--- config.mk ---
export PLATFORM = sky130hd
export DESIGN_NAME = dfd_trace_sink_wr_ctrl
export DESIGN_NICKNAME = d
export VERILOG_FILES = /design/src/rtl/dfd_tn_pkg.sv /design/src/rtl/dfd_trace_sink_rd_arb.sv /design/src/rtl/dfd_trace_sink_wr_ctrl.sv
export SDC_FILE = /design/constraint.sdc
export NUM_CORES = 1
export LEC_CHECK = 0
export CAP_MARGIN = 5
export CORE_AREA = 8 8 162 164
export CTS_BUF_LIST = sky130_fd_sc_hd__clkbuf_4 sky130_fd_sc_hd__clkbuf_8 sky130_fd_sc_hd__clkbuf_16
export DETAILED_ROUTE_END_ITERATION = 16
export DIE_AREA = 0 0 170 172
export PLACE_DENSITY = 0.78
export SLEW_MARGIN = 5
export SYNTH_ARGS = -nofsm -noshare
export SYNTH_HDL_FRONTEND = slang
export SYNTH_SLANG_ARGS = --single-unit
export TNS_END_PERCENT = 1
--- constraint.sdc ---
create_clock -name clk -period 1.7 [get_ports clk]
set_clock_uncertainty 0.15 [all_clocks]
set_input_delay 0.425 -clock clk [delete_from_list [all_inputs] [get_ports clk]]
set_output_delay 0.425 -clock clk [all_outputs]
set_load 0.02 [all_outputs]
--- src/rtl/dfd_tn_pkg.sv ---
// Shared state, pointer and width definitions for the trace-sink write controller.
// `DFD_TRC_SINK_PARITY_EN widens every SRAM row by one even-parity bit.
package dfd_tn_pkg;
  localparam int TRC_RAM_INSTANCES       = 2;
  localparam int TRC_RAM_INDEX_WIDTH_DEF = 9;
  localparam int TRC_PTR_W_DEF           = TRC_RAM_INDEX_WIDTH_DEF + $clog2(TRC_RAM_INSTANCES);
`ifdef DFD_TRC_SINK_PARITY_EN
  localparam int TRC_PARITY_W = 1;
`else
  localparam int TRC_PARITY_W = 0;
`endif

  typedef enum logic [1:0] {
    IDLE    = 2'd0,
    ACTIVE  = 2'd1,
    STOPPED = 2'd2
  } TrcSinkState_e;

  typedef logic [TRC_PTR_W_DEF-1:0] TrcSinkPtr_t;
endpackage

--- src/rtl/dfd_trace_sink_rd_arb.sv ---
// Read-back arbiter: grants a read when no write hits the same bank; data is valid 2 cycles after grant.
// A blocked read simply waits (requester holds i_rd_req); read data is held between reads.
module dfd_trace_sink_rd_arb #(
  parameter int N_BANK = 2,
  parameter int BANK_W = 1,
  parameter int MEM_W  = 64
) (
  input  logic                    clk,
  input  logic                    reset_n,
  input  logic                    wr_vld,
  input  logic [BANK_W-1:0]       wr_bank,
  input  logic                    rd_req,
  input  logic [BANK_W-1:0]       rd_bank,
  input  logic [N_BANK*MEM_W-1:0] mem_rdata,
  output logic                    rd_gnt,
  output logic                    rd_vld,
  output logic [MEM_W-1:0]        rd_word
);
  logic              p1_vld_q, p1_vld_d;
  logic [BANK_W-1:0] p1_bank_q, p1_bank_d;
  logic              rd_vld_q, rd_vld_d;
  logic [MEM_W-1:0]  rd_word_q, rd_word_d;

  // The write always wins a same-bank collision.
  assign rd_gnt = rd_req & ~(wr_vld & (wr_bank == rd_bank));

  always_comb begin
    p1_vld_d  = rd_gnt;
    p1_bank_d = rd_gnt ? rd_bank : p1_bank_q;
    rd_vld_d  = p1_vld_q;
    rd_word_d = rd_word_q;
    if (p1_vld_q) begin
      rd_word_d = mem_rdata[p1_bank_q*MEM_W +: MEM_W];
    end
  end

  always_ff @(posedge clk or negedge reset_n) begin
    if (!reset_n) begin
      p1_vld_q  <= 1'b0;
      p1_bank_q <= '0;
      rd_vld_q  <= 1'b0;
      rd_word_q <= '0;
    end else begin
      p1_vld_q  <= p1_vld_d;
      p1_bank_q <= p1_bank_d;
      rd_vld_q  <= rd_vld_d;
      rd_word_q <= rd_word_d;
    end
  end

  assign rd_vld  = rd_vld_q;
  assign rd_word = rd_word_q;
endmodule

--- src/rtl/dfd_trace_sink_wr_ctrl.sv ---
// Trace-sink write controller: beats striped round-robin into N_BANK SRAMs, written 1 cycle after accept.
// o_trc_rdy only in ACTIVE and not during i_clr; `DFD_TRC_SINK_PARITY_EN adds o_rd_perr.
module dfd_trace_sink_wr_ctrl
  import dfd_tn_pkg::*;
#(
  parameter  int TRC_RAM_INDEX_WIDTH = 9,
  parameter  int DATA_W              = 64,
  parameter  int N_BANK              = TRC_RAM_INSTANCES,
  localparam int BANK_LOG            = $clog2(N_BANK),
  localparam int BANK_W              = (BANK_LOG > 0) ? BANK_LOG : 1,
  localparam int PTR_W               = TRC_RAM_INDEX_WIDTH + BANK_LOG,
  localparam int MEM_W               = DATA_W + TRC_PARITY_W
) (
  input  logic                              clk,
  input  logic                              reset_n,
  input  logic                              i_trc_enable,
  input  logic                              i_stop_on_wrap,
  input  logic                              i_clr,
  input  logic                              i_trc_vld,
  input  logic [DATA_W-1:0]                 i_trc_data,
  output logic                              o_trc_rdy,
  input  logic                              i_rd_req,
  input  logic [PTR_W-1:0]                  i_rd_addr,
  output logic                              o_rd_gnt,
  output logic                              o_rd_vld,
  output logic [DATA_W-1:0]                 o_rd_data,
`ifdef DFD_TRC_SINK_PARITY_EN
  output logic                              o_rd_perr,
`endif
  output logic [PTR_W-1:0]                  o_wr_ptr,
  output logic                              o_wrapped,
  output logic                              o_stopped,
  output logic [N_BANK-1:0]                 o_mem_ce,
  output logic [N_BANK-1:0]                 o_mem_we,
  output logic [N_BANK*TRC_RAM_INDEX_WIDTH-1:0] o_mem_addr,
  output logic [N_BANK*MEM_W-1:0]           o_mem_wdata,
  input  logic [N_BANK*MEM_W-1:0]           i_mem_rdata
);
  localparam logic [PTR_W-1:0] PTR_MAX = {PTR_W{1'b1}};

  typedef struct packed {
    logic                           ce;
    logic                           we;
    logic [TRC_RAM_INDEX_WIDTH-1:0] addr;
    logic [MEM_W-1:0]               wdata;
  } SinkMemPktOut_s;

  typedef struct packed {
    logic [MEM_W-1:0] rdata;
  } SinkMemPktIn_s;

  function automatic logic [BANK_W-1:0] bank_of(input logic [PTR_W-1:0] p);
    return BANK_W'(p & PTR_W'(N_BANK - 1));
  endfunction

  function automatic logic [TRC_RAM_INDEX_WIDTH-1:0] row_of(input logic [PTR_W-1:0] p);
    return TRC_RAM_INDEX_WIDTH'(p >> BANK_LOG);
  endfunction

  TrcSinkState_e                  state_q, state_d;
  logic [PTR_W-1:0]               ptr_q, ptr_d;
  logic                           wrapped_q, wrapped_d;
  logic                           wr_vld_q, wr_vld_d;
  logic [BANK_W-1:0]              wr_bank_q, wr_bank_d;
  logic [TRC_RAM_INDEX_WIDTH-1:0] wr_row_q, wr_row_d;
  logic [MEM_W-1:0]               wr_word_q, wr_word_d;

  logic                           accept;
  logic [MEM_W-1:0]               beat_word;
  logic [BANK_W-1:0]              rd_bank;
  logic [TRC_RAM_INDEX_WIDTH-1:0] rd_row;
  logic [MEM_W-1:0]               rd_word;
  SinkMemPktIn_s  [N_BANK-1:0]    mem_in;
  SinkMemPktOut_s [N_BANK-1:0]    mem_out;

`ifdef DFD_TRC_SINK_PARITY_EN
  assign beat_word = {^i_trc_data, i_trc_data};
  assign o_rd_perr = ^rd_word;
`else
  assign beat_word = i_trc_data;
`endif

  assign o_trc_rdy = (state_q == ACTIVE) & ~i_clr;
  assign accept    = i_trc_vld & o_trc_rdy;

  always_comb begin
    state_d   = state_q;
    ptr_d     = ptr_q;
    wrapped_d = wrapped_q;
    wr_vld_d  = accept;
    wr_bank_d = wr_bank_q;
    wr_row_d  = wr_row_q;
    wr_word_d = wr_word_q;
    if (accept) begin
      wr_bank_d = bank_of(ptr_q);
      wr_row_d  = row_of(ptr_q);
      wr_word_d = beat_word;
      ptr_d     = ptr_q + 1'b1;
      if (ptr_q == PTR_MAX) wrapped_d = 1'b1;
    end
    unique case (state_q)
      IDLE:    if (i_trc_enable) state_d = ACTIVE;
      ACTIVE: begin
        if (!i_trc_enable)                                   state_d = IDLE;
        else if (accept && ptr_q == PTR_MAX && i_stop_on_wrap) state_d = STOPPED;
      end
      STOPPED: if (!i_trc_enable) state_d = IDLE;
      default: state_d = IDLE;
    endcase
    // Clear overrides everything, including a beat offered in the same cycle.
    if (i_clr) begin
      ptr_d     = '0;
      wrapped_d = 1'b0;
      state_d   = i_trc_enable ? ACTIVE : IDLE;
    end
  end

  always_ff @(posedge clk or negedge reset_n) begin
    if (!reset_n) begin
      state_q   <= IDLE;
      ptr_q     <= '0;
      wrapped_q <= 1'b0;
      wr_vld_q  <= 1'b0;
      wr_bank_q <= '0;
      wr_row_q  <= '0;
      wr_word_q <= '0;
    end else begin
      state_q   <= state_d;
      ptr_q     <= ptr_d;
      wrapped_q <= wrapped_d;
      wr_vld_q  <= wr_vld_d;
      wr_bank_q <= wr_bank_d;
      wr_row_q  <= wr_row_d;
      wr_word_q <= wr_word_d;
    end
  end

  assign o_wr_ptr  = ptr_q;
  assign o_wrapped = wrapped_q;
  assign o_stopped = (state_q == STOPPED);

  assign rd_bank = bank_of(i_rd_addr);
  assign rd_row  = row_of(i_rd_addr);
  assign mem_in  = i_mem_rdata;

  dfd_trace_sink_rd_arb #(
    .N_BANK (N_BANK),
    .BANK_W (BANK_W),
    .MEM_W  (MEM_W)
  ) u_rd_arb (
    .clk       (clk),
    .reset_n   (reset_n),
    .wr_vld    (wr_vld_q),
    .wr_bank   (wr_bank_q),
    .rd_req    (i_rd_req),
    .rd_bank   (rd_bank),
    .mem_rdata (mem_in),
    .rd_gnt    (o_rd_gnt),
    .rd_vld    (o_rd_vld),
    .rd_word   (rd_word)
  );

  assign o_rd_data = rd_word[DATA_W-1:0];

  always_comb begin
    mem_out = '0;
    for (int b = 0; b < N_BANK; b++) begin
      if (wr_vld_q && (wr_bank_q == BANK_W'(b))) begin
        mem_out[b].ce    = 1'b1;
        mem_out[b].we    = 1'b1;
        mem_out[b].addr  = wr_row_q;
        mem_out[b].wdata = wr_word_q;
      end else if (o_rd_gnt && (rd_bank == BANK_W'(b))) begin
        mem_out[b].ce   = 1'b1;
        mem_out[b].addr = rd_row;
      end
    end
  end

  for (genvar g = 0; g < N_BANK; g++) begin : g_bank
    assign o_mem_ce[g]                                             = mem_out[g].ce;
    assign o_mem_we[g]                                             = mem_out[g].we;
    assign o_mem_addr[g*TRC_RAM_INDEX_WIDTH +: TRC_RAM_INDEX_WIDTH] = mem_out[g].addr;
    assign o_mem_wdata[g*MEM_W +: MEM_W]                           = mem_out[g].wdata;
  end
endmodule

======== Yosys cells after proc, flatten, opt, wreduce, memory -nomap -nowiden ========
Index checks and enable logic that the tools add are counted.
operators by class
  mux-type cells .......................... 24
  bitwise gates (word level) .............. 8
  add/subtract/negate cells ............... 1
  reductions and logical operators ........ 11
  shift operators ......................... 1
  eq/ne operators ......................... 7
operator list
  cell                     number
  $mux W64                 2
  $shiftx A128 B8 Y64      1
  $mux W9                  4
  $mux W10                 2
  $add A10 B1 Y10 const B  1
  $eq A10 B10 Y1 const B   1
  $mux W1                  10
  $mux W2                  5
  $logic_and A1 B1 Y1      6
  $ne A3 B3 Y1 const B     2
  $pmux W2 S3              1
  $and A1 B1 Y1            4
  $ne A4 B3 Y1 const B     1
  $not A1 Y1               4
  $reduce_bool A2 Y1       2
  $reduce_and A3 Y1        1
  $eq A2 B1 Y1 const B     1
  $eq A2 B2 Y1 const B     1
  $logic_not A2 Y1         1
  $reduce_and A2 Y1        1
  $eq A1 B1 Y1             1
word-level totals
  output and inout bits ................... 229
  register bits after elaboration ......... 155
  bits of input ports ..................... 209
  logic and storage cells ................. 63

======== Depth between registers and ports, before layout ========
  depth after elaboration ................. 9
  gate-level depth with buffers ........... 6
  depth with buffers taken out ............ 4

======== Hierarchy ========
From an unflattened synthesis, not the netlist that was laid out.
second synthesis, totals
  cells, all modules ...................... 882
  area, all modules ....................... 7748.7 um^2
modules (own cells, without submodules)
  module                  area an instance (um^2)  seq. area each (um^2)  cells each  instances
  dfd_trace_sink_wr_ctrl  4643.2                   2202.1                 594         1
  dfd_trace_sink_rd_arb   3105.5                   1676.6                 288         1

======== Least setup slack after synthesis ========
No wires, ideal clock.
  kind .................................... register to output
  from .................................... register wr_bank_q
  to ...................................... output port o_mem_addr[3]
  arrival time ............................ 1.400 ns
  stages on the path, launching flop included .. 7
  path slack .............................. -0.275 ns
  required time ........................... 1.125 ns
  path buffers ............................ 2
  path through ............................ dfrtp_1 -> nand2b_1 -> buf_2 -> inv_2 -> clkbuf_1 -> nand2_1 -> a21oi_1
on the way
  longest elaborated chain between the ends .. 7
  elaborated cells on any way between the ends .. 9
  classes of those cells .................. eq/ne: 1; mux: 2; bitwise: 4; reduce/logical: 2
RTL lines
  what                      RTL line                       text
  start: declaration        dfd_trace_sink_wr_ctrl.sv:64   logic [BANK_W-1:0] wr_bank_q, wr_bank_d;
  start signal: assignment  dfd_trace_sink_wr_ctrl.sv:132  wr_bank_q <= wr_bank_d;
  $eq A1 B1 Y1              dfd_trace_sink_rd_arb.sv:25    assign rd_gnt = rd_req & ~(wr_vld & (wr_bank == rd_bank));
  $and A1 B1 Y1             dfd_trace_sink_rd_arb.sv:25
  $not A1 Y1                dfd_trace_sink_rd_arb.sv:25
  $and A1 B1 Y1             dfd_trace_sink_rd_arb.sv:25
  $logic_and A1 B1 Y1       dfd_trace_sink_wr_ctrl.sv:173  end else if (o_rd_gnt && (rd_bank == BANK_W'(b))) begin
  $mux W9                   dfd_trace_sink_wr_ctrl.sv:173
  $mux W9 *                 dfd_trace_sink_wr_ctrl.sv:168  if (wr_vld_q && (wr_bank_q == BANK_W'(b))) begin
  end: declaration          dfd_trace_sink_wr_ctrl.sv:35   output logic [N_BANK*TRC_RAM_INDEX_WIDTH-1:0] o_mem_addr,
Every way passes the cells marked *; elsewhere a longest branch is shown, timed or not.

======== Final worst setup path ========
  from .................................... register wr_vld_q
  to ...................................... output port o_mem_addr[1]
on the way
  longest elaborated chain between the ends .. 6
  elaborated cells on any way between the ends .. 7
  classes of those cells .................. mux: 2; bitwise: 3; reduce/logical: 2
RTL lines
  what                      RTL line                       text
  start: declaration        dfd_trace_sink_wr_ctrl.sv:63   logic wr_vld_q, wr_vld_d;
  start signal: assignment  dfd_trace_sink_wr_ctrl.sv:131  wr_vld_q <= wr_vld_d;
  $and A1 B1 Y1             dfd_trace_sink_rd_arb.sv:25
  $not A1 Y1                dfd_trace_sink_rd_arb.sv:25
  $and A1 B1 Y1             dfd_trace_sink_rd_arb.sv:25
  $logic_and A1 B1 Y1       dfd_trace_sink_wr_ctrl.sv:173
  $mux W9                   dfd_trace_sink_wr_ctrl.sv:173
  $mux W9 *                 dfd_trace_sink_wr_ctrl.sv:168
Marked as above.

==> impl_metrics.yaml <==
logic_synthesis:
  yosys.area.top_type: "dfrtp_1"
  synth_flop_cell: "dfrtp_1"
  ys_top_cells_by_area: "dfrtp_1 51%, nand2_1 13%, mux2i_1 8.4%"
  syn-num-nets: 1087
  syn-cell-area_sq_um: 7660
  synth.distinct_cells: 42
  syn_area_per_cell_sq_um: 8.73
  synthArstFlopShare: 1.00
  ys_seq_area_frac: 0.506
  synthCells: 877
  synth_edf_count: 0
  yosys_warnings: 0
  synth_top_area_share: 0.506
  ys_ff_latch: 155
timing:
  max_slew.worst_pin.slew_ps: 386
  finalHoldViolations: 0
  relSlewSlack: 0.743
  final.setup.worst_slack_ps: -573
  period_minus_slack_ps: 2270
  timing.fmax_mhz: 440
  setup_tns_ps: -75360
  fin_crit_sh: 1.34
  slew_violations: 0
  rsz0062_at_grt: "true"
  setup_viol: 178
grt:
  met3_usage: 0.0863
  first_global_vias: 8557
  use_met2: 0.363
  grt_busiest_layer: "met2"
  antenna_found_initial: 1
  grt_overflow: 0
  grt_use_total: 0.210
  grt_first_pass_wirelength_mm: 47.6
  grt_max_degree: 64
  met1_usage: 0.232
floorplan:
  die_h_um: 172
  die-area_sq_um: 29200
  start_util: 0.322
  die_w_um: 170
  pin_count: 438
  rows: 57
  core-area_sq_um: 23800
cells_and_area:
  fin_area_sq_um: 13900
  layout_common_cells: "256 x nand2_1, 207 x clkdlybuf4s50_1, 150 x dfrtp_1, 110 x buf_4, 93 x buf_6"
  nets: 1557
  post-route-util: 0.583
  drive_gt1_frac: 0.311
  syn_to_final_growth_pct: 81.3
  layout_commonest_cell: "nand2_1"
  antennaDiodeCount: 0
cts:
  cts_tree: "done"
  cts_root_buffer: "clkbuf_16"
  cts_sinks: 155
  cts_buffers: 17
  cts.path.max_buffers: 2
  clkLatencyLatePin_ps: 420
  clkSlewWorstSetupHoldPaths_ps: 70
  cts-htree-levels: 4
placement:
  place.gp.congestion: 0.886
  portBuffers: 437
  dpl.hpwl_mm: 24.9
  place_area_sq_um: 13100
critical_path:
  crit_path_end_kind: "output pin"
  cp_common_cell: "buf_12"
  reg2reg_to: "o_wr_ptr[9]"
  r2r_setup_slack_ps: -60
  r2r-start: "state_q[1]"
  cp_slowest_stage_delay_ps: 480
  crit_chain: "nand2b_4 > inv_8 > buf_12 > a21oi_4 > buf_12 > a21oi_2 > buf_4"
  crit_family: "buffers and inverters"
  crit_path_top_delay_cell: "dfrtp_2"
  path_class: "reg2out"
  cp_num_buf_inv: 4
  worst-path-max-fanout: 10
  worstPathRequired_ps: 1120
  worst_setup_path_start_kind: "flip-flop"
  arrival_ps: 1700
  reg2reg_depth: 4
detailed_routing:
  vias: 8067
  wl_per_cell_um: 19.3
  dr.pass1.iters: 5
  drt_iter0_drc: 397
  ant_nets: 0
  drc_errors: 0
  drt-vias-per-instance: 4.79
  wl_mm: 32.6
run:
  maxCapViolations: 0
outcome:
  violations: "setup timing"
  status: "complete, but fails checks"
power_and_ir_drop:
  p_per_area_nw_per_um2: 829
  p_leak_nw: 6.98
  ir_drop_v: 0.000491
min_path:
  hold_path.class: "in2async"
## worst register-to-register path, delay by kind of cell (launching register included)
| kind | cells | cell delay, ps |
|---|---|---|
| buffers and inverters | 1 | 150 |
| AND/OR/NAND/NOR | 2 | 570 |
| multiplexers | 1 | 370 |
| flip-flops | 1 | 410 |
## metrics by stage
step | power (mW) | std cells | setup WS, ps | hold slack (ps)
final | 11.5 | 1684 | -573 | 336
after floorplan | 5.75 | 877 | -192 | -20.6
after global placement | 7.52 | 1641 | -893 | 218
after CTS | 11.6 | 1681 | -709 | 337
after detailed placement | 7.59 | 1641 | -919 | 216
after global routing | 12.0 | 1684 | -640 | 344
## synthesized netlist by cell type (3+ instances only)
library cell and n:
o41ai_1 3, clkbuf_2 5, dfrtp_1 155, and2_1 64
nand2_1 260, inv_1 9, nor2_1 68, a21oi_1 85
nand3_1 4, mux2_2 3, mux2i_1 64, buf_2 17
and3_1 64, o21ai_0 5, clkbuf_1 39
## cell families (layout without fill, tap and decap cells)
family / after synthesis / after routing / share of synthesized area
mux: 67 / 67 / 0.0881
compound gates: 102 / 102 / 0.0740
buf+inv: 73 / 556 / 0.0394
simple gates: 476 / 476 / 0.287
flops: 155 / 155 / 0.506
fa+ha+maj: 1 / 1 / 0.00163
xor+xnor: 3 / 3 / 0.00343
## per-layer routing
layer / vias up / part of all wire
met2: 352 / 0.49
met3: 54 / 0.094
met4: 2 / 0.028
li1: 3817 / -
met1: 3842 / 0.39
met5: - / 0.00040
## flip-flops by register name, summed over array words and instances, names as in the netlist
register	flops
wr_bank_q	1
u_rd_arb.rd_word	64
o_wr_ptr	10
u_rd_arb.p1_bank_q	1
u_rd_arb.p1_vld_q	1
wr_row_q	9
o_wrapped	1
wr_word_q	64
state_q	2
u_rd_arb.rd_vld	1
wr_vld_q	1
## repair_timing
action / 4_1_cts / 5_1_grt
endpoints found under the setup margin: 289 / 275
gates resized for setup: 986 / 110
gates cloned: 2 / 1
buffers inserted: 5 / 3
hold buffers: 1 / 0
hold endpoints to repair: 30 / 0
pin swaps: 1 / 19
## how the worst max path moves through the flow
stage / startpoint / end / slack, ps / cells after the start
finish: wr_vld_q / o_mem_addr[1] / -570 / 7
global route: wr_bank_q / o_mem_addr[7] / -640 / 7
CTS: wr_bank_q / o_mem_addr[14] / -710 / 9
detailed placement: i_rd_req / o_mem_addr[11] / -920 / 5
global placement: i_rd_addr[0] / o_mem_addr[3] / -890 / 6
floorplan: wr_bank_q / o_mem_addr[3] / -190 / 6
## where the power goes
part           internal, mW  total [mW]  switching, mW
combinational          1.49        2.96           1.47
clock                  2.38        3.97           1.59
sequential             4.17        4.57          0.403
## area by class of cell
| class | instances | area (sq um) |
|---|---|---|
| Timing Repair Buffer | 514 | 5190 |
| Multi-Input combinational cell | 649 | 3740 |
| Clock buffer | 20 | 448 |
| Tap cell | 324 | 405 |
| Fill cell | 2054 | 9940 |
| Clock inverter | 12 | 164 |
| Sequential cell | 155 | 3890 |
| Inverter | 10 | 52.6 |
Note: power is estimated with default switching activity, not from simulation.
